### src/rtl/adc_acq_scheduler.sv
// Periodic ADC acquisition scheduler: paces trigger pulses and forwards
// host commands to the ADC SPI manager with priority and holdoff.
module adc_acq_scheduler #(
    parameter int CNT_W   = 32,
    parameter int OVR_W   = 16,
    parameter int HOLDOFF = 2
) (
    input  logic             aclk,
    input  logic             areset,
    input  logic             start,
    input  logic             stop,
    input  logic [CNT_W-1:0] cfg_period,
    input  logic [CNT_W-1:0] cfg_num_samples,
    input  logic             adc_ready,
    output logic             trigger_acq,
    input  logic [31:0]      s_axis_cmd_tdata,
    input  logic             s_axis_cmd_tvalid,
    output logic             s_axis_cmd_tready,
    output logic [31:0]      m_axis_cmd_tdata,
    output logic             m_axis_cmd_tvalid,
    input  logic             m_axis_cmd_tready,
    input  logic             sample_valid,
    output logic             running,
    output logic             done,
    output logic [CNT_W-1:0] sample_count,
    output logic [OVR_W-1:0] overrun_count
);

    localparam logic [1:0] IDLE  = 2'd0;
    localparam logic [1:0] RUN   = 2'd1;
    localparam logic [1:0] DRAIN = 2'd2;
    localparam int HW = (HOLDOFF < 1) ? 1 : $clog2(HOLDOFF + 1);

    logic [1:0]       state_q, state_d;
    logic [CNT_W-1:0] period_q, period_d;
    logic [CNT_W-1:0] nsamp_q, nsamp_d;
    logic [CNT_W-1:0] pcnt_q, pcnt_d;
    logic [CNT_W-1:0] trig_cnt_q, trig_cnt_d;
    logic [CNT_W-1:0] smp_cnt_q, smp_cnt_d;
    logic [OVR_W-1:0] ovr_q, ovr_d;
    logic             tick_due_q, tick_due_d;
    logic             cmd_full_q, cmd_full_d;
    logic [31:0]      cmd_data_q, cmd_data_d;
    logic             mvalid_q, mvalid_d;
    logic [HW-1:0]    hold_q, hold_d;

    logic             hold_ok, cmd_elig, m_valid, m_hs, s_rdy, s_hs;
    logic             trig, wrap, issue, drain_done;
    logic [CNT_W-1:0] period_clamp;

    assign hold_ok      = (hold_q == '0);
    assign cmd_elig     = cmd_full_q & adc_ready & hold_ok;
    assign m_valid      = mvalid_q | cmd_elig;
    assign m_hs         = m_valid & m_axis_cmd_tready;
    assign s_rdy        = ~cmd_full_q & ~areset;
    assign s_hs         = s_axis_cmd_tvalid & s_rdy;
    // A buffered command always outranks a pending tick.
    assign trig         = (state_q == RUN) & tick_due_q & adc_ready
                        & hold_ok & ~cmd_full_q;
    assign wrap         = (state_q == RUN) & (pcnt_q == period_q - CNT_W'(1));
    assign issue        = trig | (cmd_elig & ~mvalid_q);
    assign drain_done   = (state_q == DRAIN) & (smp_cnt_q == trig_cnt_q);
    assign period_clamp = (cfg_period < CNT_W'(2)) ? CNT_W'(2) : cfg_period;

    assign trigger_acq       = trig;
    assign s_axis_cmd_tready = s_rdy;
    assign m_axis_cmd_tvalid = m_valid;
    assign m_axis_cmd_tdata  = cmd_data_q;
    assign running           = (state_q != IDLE);
    assign done              = drain_done;
    assign sample_count      = smp_cnt_q;
    assign overrun_count     = ovr_q;

    always_comb begin
        state_d    = state_q;
        period_d   = period_q;
        nsamp_d    = nsamp_q;
        pcnt_d     = pcnt_q;
        trig_cnt_d = trig_cnt_q;
        smp_cnt_d  = smp_cnt_q;
        ovr_d      = ovr_q;
        tick_due_d = tick_due_q;
        cmd_full_d = cmd_full_q;
        cmd_data_d = cmd_data_q;
        mvalid_d   = m_valid & ~m_axis_cmd_tready;
        hold_d     = hold_q;

        if (issue)
            hold_d = HW'(HOLDOFF);
        else if (!hold_ok)
            hold_d = hold_q - HW'(1);

        if (m_hs)
            cmd_full_d = 1'b0;
        if (s_hs) begin
            cmd_full_d = 1'b1;
            cmd_data_d = s_axis_cmd_tdata;
        end

        if (state_q != IDLE && sample_valid)
            smp_cnt_d = smp_cnt_q + CNT_W'(1);

        unique case (state_q)
            IDLE: begin
                pcnt_d = period_q - CNT_W'(1);
                if (start && !stop) begin
                    period_d   = period_clamp;
                    nsamp_d    = cfg_num_samples;
                    pcnt_d     = period_clamp - CNT_W'(1);
                    trig_cnt_d = '0;
                    smp_cnt_d  = '0;
                    ovr_d      = '0;
                    tick_due_d = 1'b0;
                    state_d    = RUN;
                end
            end
            RUN: begin
                pcnt_d = wrap ? '0 : pcnt_q + CNT_W'(1);
                if (trig)
                    tick_due_d = 1'b0;
                if (wrap) begin
                    tick_due_d = 1'b1;
                    // Ticks are never queued; a missed one is only counted.
                    if (tick_due_q && !trig && ovr_q != '1)
                        ovr_d = ovr_q + OVR_W'(1);
                end
                if (trig) begin
                    trig_cnt_d = trig_cnt_q + CNT_W'(1);
                    if (nsamp_q != '0 && trig_cnt_d == nsamp_q)
                        state_d = DRAIN;
                end
                if (stop) begin
                    tick_due_d = 1'b0;
                    state_d    = DRAIN;
                end
                if (state_d != RUN)
                    pcnt_d = period_q - CNT_W'(1);
            end
            DRAIN: begin
                pcnt_d = period_q - CNT_W'(1);
                if (drain_done)
                    state_d = IDLE;
            end
            default: state_d = IDLE;
        endcase
    end

    always_ff @(posedge aclk) begin
        if (areset) begin
            state_q    <= IDLE;
            period_q   <= CNT_W'(2);
            nsamp_q    <= '0;
            pcnt_q     <= CNT_W'(1);
            trig_cnt_q <= '0;
            smp_cnt_q  <= '0;
            ovr_q      <= '0;
            tick_due_q <= 1'b0;
            cmd_full_q <= 1'b0;
            cmd_data_q <= '0;
            mvalid_q   <= 1'b0;
            hold_q     <= '0;
        end else begin
            state_q    <= state_d;
            period_q   <= period_d;
            nsamp_q    <= nsamp_d;
            pcnt_q     <= pcnt_d;
            trig_cnt_q <= trig_cnt_d;
            smp_cnt_q  <= smp_cnt_d;
            ovr_q      <= ovr_d;
            tick_due_q <= tick_due_d;
            cmd_full_q <= cmd_full_d;
            cmd_data_q <= cmd_data_d;
            mvalid_q   <= mvalid_d;
            hold_q     <= hold_d;
        end
    end

endmodule
### config.mk
export PLATFORM = sky130hd
export DESIGN_NAME = adc_acq_scheduler
export DESIGN_NICKNAME = d
export VERILOG_FILES = /design/src/rtl/adc_acq_scheduler.sv
export SDC_FILE = /design/constraint.sdc
export NUM_CORES = 1
export LEC_CHECK = 0
export ABC_AREA = 1
export CAP_MARGIN = 20
export CORE_UTILIZATION = 55
export DETAILED_ROUTE_END_ITERATION = 6
export GPL_ROUTABILITY_DRIVEN = 0
export PLACE_DENSITY_LB_ADDON = 0.12
export SYNTH_ARGS = -nofsm -noshare
export SYNTH_HDL_FRONTEND = slang
export SYNTH_SLANG_ARGS = --single-unit
### constraint.sdc
create_clock -name aclk -period 4.3 [get_ports aclk]
set_input_delay 0.86 -clock aclk [delete_from_list [all_inputs] [get_ports aclk]]
set_output_delay 0.86 -clock aclk [all_outputs]
set_load 0.02 [all_outputs]
== Word-level counts from Yosys, hierarchy flattened ==
Cells that the tools add are included.
Word-level totals
  flip-flop bits (word level): 215
  bits of input ports: 104
  output and inout bits: 85
Operators by class
  add/subtract/negate cells: 7
  $lt $le $gt $ge: 1
  equal/unequal tests: 14
  mux-type cells: 31
  bitwise gates (word level): 19
  reductions and logical operators: 20
Operator list (count)
  32-bit 2-to-1 mux: 9
  32-bit by 1-bit adder with 32-bit output, second input constant: 3
  32-bit equality test: 3
  32-bit case mux with 3 select lines: 1
  32-bit case mux with 2 select lines: 1
  32-bit by 1-bit subtractor with 32-bit output, second input constant: 2
  16-bit 2-to-1 mux: 3
  32-bit by 2-bit < comparator with 1-bit output, second input constant: 1
  16-bit case mux with 2 select lines: 1
  32-bit nonzero test: 1
  16-bit by 1-bit adder with 16-bit output, second input constant: 1
  2-bit 2-to-1 mux: 8
  16-bit != test, second input constant: 1
  1-bit AND: 13
  2-bit != test, second input constant: 4
  1-bit 2-to-1 mux: 6
  2-bit by 1-bit != test with 1-bit output, second input constant: 3
  2-bit case mux with 3 select lines: 1
  3-bit AND reduction: 2
  2-bit nonzero test: 3
  1-bit logical AND: 5
  2-bit zero test: 2
  4-bit != test, second input constant: 1
  1-bit inverter: 4
  other kinds (10): 13

== Logic depth before layout (Yosys ltp) ==
Gate-level depths: netlist (run 1).
  depth after elaboration: 11
  gate-level depth with buffers: 24
  gate-level depth less buffers: 24

== Least setup slack after synthesis (run 1) ==
Ideal clock, no wire load.
  path kind: input to register
  start: input port cfg_period[13]
  end: register pcnt_q[30]
  setup time: 0.127 ns
  arrival time: 3.308 ns
  required time: 4.173 ns
  slack: 0.865 ns
  stages on the path: 22
  cell sequence: inv_1 -> nand2_1 -> nor2_1 -> nand2_1 -> nor2_1 -> nand2_1 -> nand2_1 -> ha_1 -> nand2_1 -> nor2_1 -> inv_1 -> nor2_1 -> nand3_1 -> nor2_1 -> nand3_1 -> nor2_1 -> nand2_1 -> xor2_1 -> nand2_1 -> o211ai_1 -> nand2_1 -> a21oi_1
Between the ends
  word-level cells in the longest chain between the ends: 5
Ends and longest elaborated chain
  from (decl): RTL line 12  | input logic [CNT_W-1:0] cfg_period,
  32-bit by 2-bit < comparator with 1-bit output: RTL line 63  | assign period_clamp = (cfg_period < CNT_W'(2)) ? CNT_W'(2) : cfg_period;
  32-bit 2-to-1 mux *: RTL line 63
  32-bit by 1-bit subtractor with 32-bit output *: RTL line 109  | pcnt_d = period_clamp - CNT_W'(1);
  32-bit 2-to-1 mux *: RTL line 106  | if (start && !stop) begin
  32-bit case mux with 3 select lines *: RTL line 103  | unique case (state_q)
  to (signal assigned): RTL line 166  | pcnt_q <= pcnt_d;
  to (decl): RTL line 37  | logic [CNT_W-1:0] pcnt_q, pcnt_d;
Mark *: on every way between the ends. The rest lies on a longest branch, timed or not.
A chain may end at the register's enable or synchronous reset.

== Final worst setup path (run 1) ==
  start: input port cfg_period[27]
  end: register pcnt_q[30]
The elaborated chain is that of the path after synthesis.

==> run_results.csv, run 1 <==
group,metric,value,unit
synth,synth_compound_area_share,13.5,%
floorplanning,start_util,56.7,%
global_routing,grt_pass1_wl,79400,um
sta,fin_worst_skew,0.0109,ns
synth,syn_area,14900,um2
drt,via_count,17100,
worst_setup_path,criticalPathCategory,"primary input to flip-flop",
global_routing,antenna_found_initial,1,
synth,yosysWarningCount,0,
pwr,switchingPower,3.14,mW
cts,clock_path_buffers,3,
global_routing,grt_pass1_vias,16200,
pwr,combPwrFrac,39.5,%
worst_setup_path,cp-start-kind,"primary input",
synth,ys_seq_elements,215,
synth,synthSimpleGateAreaFrac,41.3,%
floorplanning,core-area,26400,um2
pwr,p_int,4.46,mW
sta,hold_viol_final,0,
sta,fin_crit,3.88,ns
floorplanning,pin_count,189,
synth,synth_top_family_by_area,"simple AND/OR/NAND/NOR gates",
drt,routedWlPerCell,16.4,um
place,port_buffers,188,
cells_and_area,fin_nets,2766,
sta,post-route-period-util,90.1,%
cells_and_area,fillers,2453,
drt,wirelength,49300,um
cts,htreeDepth,1,
pwr,peakVddDrop,315,uV
place,pre_cts_ws,0.00895,ns
synth,synthAdderAreaFrac,0.838,%
cts,cts.repair.resized,0,
worst_setup_path,cp-end-kind,"flip-flop",
hold_path,hp-class,"flip-flop to flip-flop",
cts,postCtsHoldBufs,0,
place,postPlaceCellArea,17100,um2
sta,final.setup.worst_slack,0.424,ns
cts,clkTransAtPathRegs,0.06,ns
cts,cts_num_sinks,215,
pwr,power_density,424,nW/um2
sta,finalSetupViolCount,0,
global_routing,grt-ovfl-total,0,
pwr,clkPwrFrac,28.1,%
cells_and_area,antenna_cells,0,
cells_and_area,final_cell_mix,"nand2_1, inv_1, nand3_1, nor2_1, dfxtp_1",
place,dpl.hpwl,36500,um
synth,ys.flop_type,"dfxtp_1",
drt,drc,0,
sta,tns,0,ns
synth,seq_area_frac_synth,28.8,%
synth,synth_mux_area_share,0,%
global_routing,grt.total_usage,34.8,%
floorplanning,die-area,27800,um2
run,maxCapViolCount,0,
drt,first_iter_violations,1884,
synth,syn-num-nets,2607,
cts,cts_tree,"yes",
drt,firstDrtPassIters,6,
drt,ant_nets,0,
floorplanning,chipWidth,167,um
floorplanning,rows,59,
sta,rsz0062_at_grt,"false",
synth,yosysUniqueCellTypes,48,
pwr,pwr-share-seq,32.4,%
cts,cts_setup_buffers,0,
cts,cts_root_buf,"clkbuf_16",
cells_and_area,fin_util,68.1,%
worst_setup_path,required,4.76,ns
worst_setup_path,worstPathArrival,4.33,ns
floorplanning,die_y,167,um
cells_and_area,fin_area,17900,um2
cells_and_area,layout-drive-gt1-share,5.47,%
cells_and_area,multiInputGateArea,9080,um2
synth,synth-xor-area-share,5.05,%
cells_and_area,final_common_cell,"nand2_1",
global_routing,grt_max_degree,65,
cts,numCtsBuffers,26,
sta,hold_slack,0.423,ns
synth,avgSynthCellArea,5.99,um2
sta,fmax,258,MHz
pwr,p_sw_share,41.3,%
cells_and_area,ff_latch_area,4300,um2
pwr,p_leak,7.37,nW
cts,insertion_delay,0.54,ns
sta,slew_violations,0,
synth,syn_inst,2493,
run_status,status,"complete, no violations",
synth,synthArstFlopShare,0,%
cells_and_area,area_growth,20.2,%
drt,vias_per_cell,5.70,
synth,synth-edff-count,0,
worst_setup_path,cp_max_fo,4,
sta,worst_pin_slew,0.916,ns
sta,relSlewSlack,38.8,%
-- routing by layer --
metal  vias to the layer above  track usage [%]  routed length [um]
met4                         0             18.6                2700
li1                       8366                -                   -
met1                      7657             42.2               19800
met5                         -                0                   0
met2                       915             59.6               22600
met3                       180             5.04                4160
-- cells in the mapped netlist, types with 18 or more instances --
| master | count | area (um2) |
|---|---|---|
| nor3_1 | 52 | 260 |
| nor2_1 | 251 | 942 |
| inv_1 | 310 | 1160 |
| o21ai_0 | 114 | 571 |
| o22ai_1 | 41 | 257 |
| xnor2_1 | 22 | 193 |
| a21oi_1 | 137 | 686 |
| nand2_1 | 724 | 2720 |
| clkbuf_1 | 67 | 251 |
| dfxtp_1 | 215 | 4300 |
| nand3_1 | 253 | 1270 |
| nand4_1 | 46 | 288 |
| xor2_1 | 59 | 517 |
| o211ai_1 | 18 | 135 |
-- cells by family after synthesis --
group	after synthesis
adder cells (fa/ha/maj)	10
AO/OA/AOI/OAI	362
AND/OR/NAND/NOR	1411
flip-flops	215
buffers and inverters	412
XOR/XNOR	83
-- sequential cells by signal, summed over array words and instances, names as in the netlist --
signal / cells
tick_due_q: 1
overrun_count: 16
pcnt_q: 32
hold_q: 2
nsamp_q: 32
cmd_full_q: 1
period_q: 32
sample_count: 32
mvalid_q: 1
trig_cnt_q: 32
m_axis_cmd_tdata: 32
state_q: 2
-- cell type report --
cell class                 count  area share (%)
multi-input combinational   1866            50.6
sequential                   215            24.0
timing repair buffer         215            11.6
inverter                     328            6.87
clock buffer                  39            4.35
tap                          335            2.34
clock inverter                 7           0.258
-- power groups by stage --
stage | combinational (mW) | sequential [mW] | clock, mW
after floorplan | 2.04 | 2.46 | 0
after global placement | 2.87 | 2.48 | 0
after detailed placement | 2.91 | 2.49 | 0
after CTS | 2.93 | 2.45 | 2.16
after global routing | 3.29 | 2.49 | 2.25
final | 3.00 | 2.46 | 2.14
-- final timing paths --
path / slack [ns] / depth (start not counted) / from / endpoint
max: 0.42 / 23 / cfg_period[27] / pcnt_q[30]$_SDFFE_PP0P_
min: 0.42 / 1 / hold_q[0]$_SDFFE_PP0P_ / hold_q[0]$_SDFFE_PP0P_
max reg2reg: 0.62 / 17 / trig_cnt_q[0]$_SDFFE_PP0P_ / pcnt_q[31]$_SDFFE_PP0P_
min reg2reg: 0.42 / 1 / hold_q[0]$_SDFFE_PP0P_ / hold_q[0]$_SDFFE_PP0P_
-- through the flow --
| step | std cells | power, mW |
|---|---|---|
| floorplan | 2493 | 4.51 |
| global placement | 2959 | 5.35 |
| detailed placement | 2959 | 5.40 |
| CTS | 3005 | 7.54 |
| global route | 3005 | 8.03 |
| finish | 3005 | 7.60 |
-- worst max-delay path, cell delays in order --
cell and delay [ns]:
clkdlybuf4s50_1 0.44, inv_1 0.13, nand2_1 0.10, nor2_1 0.14, nand2_1 0.10, nor2_1 0.26
nand2_1 0.16, nand2_1 0.11, ha_1 0.17, nand2_1 0.08, nor2_1 0.17, inv_1 0.11
nor2_1 0.15, nand3_1 0.11, nor2_1 0.23, nand3_1 0.21, nor2_1 0.21, nand2_1 0.09
xor2_1 0.14, nand2_1 0.06, o211ai_1 0.11, nand2_1 0.08, a21oi_1 0.14
Note: power is estimated with default switching activity, not from simulation.
==> inputs of run 2 (changes only) <==
==> constraint.sdc (replaced) <==
create_clock -name aclk -period 4.3 [get_ports aclk]
set_input_delay 0.86 -clock aclk [delete_from_list [all_inputs] [get_ports aclk]]
set_output_delay 0.86 -clock aclk [all_outputs]
set_load 0.1 [all_outputs]
==> run 2 against run 1 <==
First-iteration DRC count is 5.4% lower. Sequential share of layout area hardly changed. Worst hold slack got worse by 0.0029 ns. Routed wire length rose by 0.27%. Global-route usage shrank 0.073 points. Critical path type unchanged. Highest routed layer unchanged.
==> run_results.csv, run 2 (synthesized netlist as in run 1, its figures left out) <==
group,metric,value,unit
run_status,status,"complete, no violations",
cells_and_area,final_cell_mix,"nand2_1, inv_1, nand3_1, nor2_1, dfxtp_1",
floorplanning,start_util,56.7,%
drt,routedWlPerCell,16.5,um
cts,insertion_delay,0.53,ns
sta,worst_pin_slew,1.01,ns
cells_and_area,layout-drive-gt1-share,5.70,%
drt,vias_per_cell,5.72,
sta,hold_viol_final,0,
cells_and_area,final_common_cell,"nand2_1",
cts,numCtsBuffers,25,
global_routing,grt-ovfl-total,0,
cells_and_area,multiInputGateArea,9080,um2
floorplanning,die_y,167,um
cells_and_area,fin_nets,2765,
sta,finalSetupViolCount,0,
drt,drc,0,
pwr,p_leak,7.38,nW
worst_setup_path,criticalPathCategory,"primary input to flip-flop",
sta,post-route-period-util,91.6,%
sta,fmax,254,MHz
sta,fin_crit,3.94,ns
floorplanning,core-area,26400,um2
cts,cts.repair.resized,0,
floorplanning,chipWidth,167,um
global_routing,grt.total_usage,34.7,%
worst_setup_path,required,4.71,ns
cts,htreeDepth,1,
drt,wirelength,49400,um
worst_setup_path,cp-end-kind,"flip-flop",
run,maxCapViolCount,0,
worst_setup_path,worstPathArrival,4.35,ns
place,dpl.hpwl,36500,um
floorplanning,pin_count,189,
global_routing,grt_max_degree,65,
drt,via_count,17200,
cts,cts_setup_buffers,0,
worst_setup_path,cp_max_fo,4,
cts,clkTransAtPathRegs,0.06,ns
cts,cts_tree,"yes",
hold_path,hp-class,"flip-flop to flip-flop",
cts,postCtsHoldBufs,0,
sta,fin_worst_skew,0.0133,ns
global_routing,grt_pass1_vias,16100,
place,port_buffers,188,
drt,wl_met2,22700,um
cells_and_area,fillers,2343,
pwr,power_density,446,nW/um2
floorplanning,die-area,27800,um2
cells_and_area,fin_util,68.2,%
drt,firstDrtPassIters,6,
pwr,peakVddDrop,284,uV
sta,rsz0062_at_grt,"false",
global_routing,antenna_found_initial,2,
drt,highest_layer,"met4",
sta,hold_slack,0.420,ns
sta,slew_violations,0,
sta,relSlewSlack,32.2,%
cts,clock_path_buffers,3,
cells_and_area,area_growth,20.3,%
worst_setup_path,cp-start-kind,"primary input",
cts,cts_root_buf,"clkbuf_16",
floorplanning,rows,59,
global_routing,grt_pass1_wl,79200,um
drt,m1WireLength,19500,um
cts,cts_num_sinks,215,
drt,wl_met3,4600,um
drt,ant_nets,0,
drt,first_iter_violations,1783,
cells_and_area,ff_latch_area,4300,um2
## run 2: changes by cell type in the layout (fill, tap and decap cells not counted), sizes merged, moves of 2 or more
cell / before / now
buf: 28 / 33
bufinv: 0 / 4
diode: 0 / 2
clkdlybuf4s50: 187 / 182
clkbuf: 39 / 31
clkinvlp: 2 / 5
## run 2: area by class of cell
type	instances	share of cell area, %
diodes	2	0.0279
flip-flops and latches	215	24.0
inverters	328	6.86
clock buffers	31	3.83
repair buffers	215	11.5
multi-input cells	1866	50.5
well taps	335	2.33
clock inverters	12	0.961
## run 2: path summary, 6_finish.rpt
kind                                          to  slack (ns)                startpoint  depth (start not counted)
hold reg to reg           hold_q[0]$_SDFFE_PP0P_        0.42    hold_q[0]$_SDFFE_PP0P_                          1
setup / recovery         pcnt_q[20]$_SDFFE_PP0P_        0.36            cfg_period[18]                         22
hold / removal            hold_q[0]$_SDFFE_PP0P_        0.42    hold_q[0]$_SDFFE_PP0P_                          1
setup reg to reg  overrun_count[12]$_SDFFE_PP0P_        0.69  period_q[0]$_SDFFE_PP0P_                         21
## run 2: stage by stage
| stage | TNS (ns) | total power, mW | area, um2 | worst slack (ns) | cells |
|---|---|---|---|---|---|
| floorplan | 0 | 4.79 | 14900 | 0.337 | 2493 |
| global placement | 0 | 5.63 | 17100 | 0.148 | 2959 |
| global route | 0 | 8.43 | 18000 | 0.175 | 3003 |
| detailed placement | -0.0194 | 5.68 | 17100 | -0.0106 | 2959 |
| finish | 0 | 8.01 | 18000 | 0.363 | 3004 |
| CTS | 0 | 7.94 | 18000 | 0.528 | 3002 |
## run 2: critical path, stage by stage
cell and delay (ns):
clkdlybuf4s50_1 0.46, inv_1 0.15, nand2_1 0.11, nor2_1 0.12
nand2_1 0.08, nor2_1 0.24, nand2_1 0.16, nand2_1 0.12
ha_1 0.18, nand2_1 0.08, nor2_1 0.17, inv_1 0.11
nor2_1 0.14, nand3_1 0.11, nor2_1 0.26, nand3_1 0.22
o21ai_0 0.24, o21ai_0 0.15, o21ai_0 0.20, nand2_1 0.07
inv_1 0.06, a21oi_1 0.05
## run 2: where the power goes
group	internal, mW	switching, mW	total, mW
combinational	0.995	2.29	3.29
clock	1.37	0.887	2.26
sequential	2.21	0.255	2.47
total	4.58	3.43	8.01
## run 2: metal layers
layer / up-vias / GRT usage (%)
met5: - / 0
met4: 0 / 19.2
met3: 174 / 4.59
met2: 928 / 58.4
met1: 7701 / 43.0
li1: 8378 / -
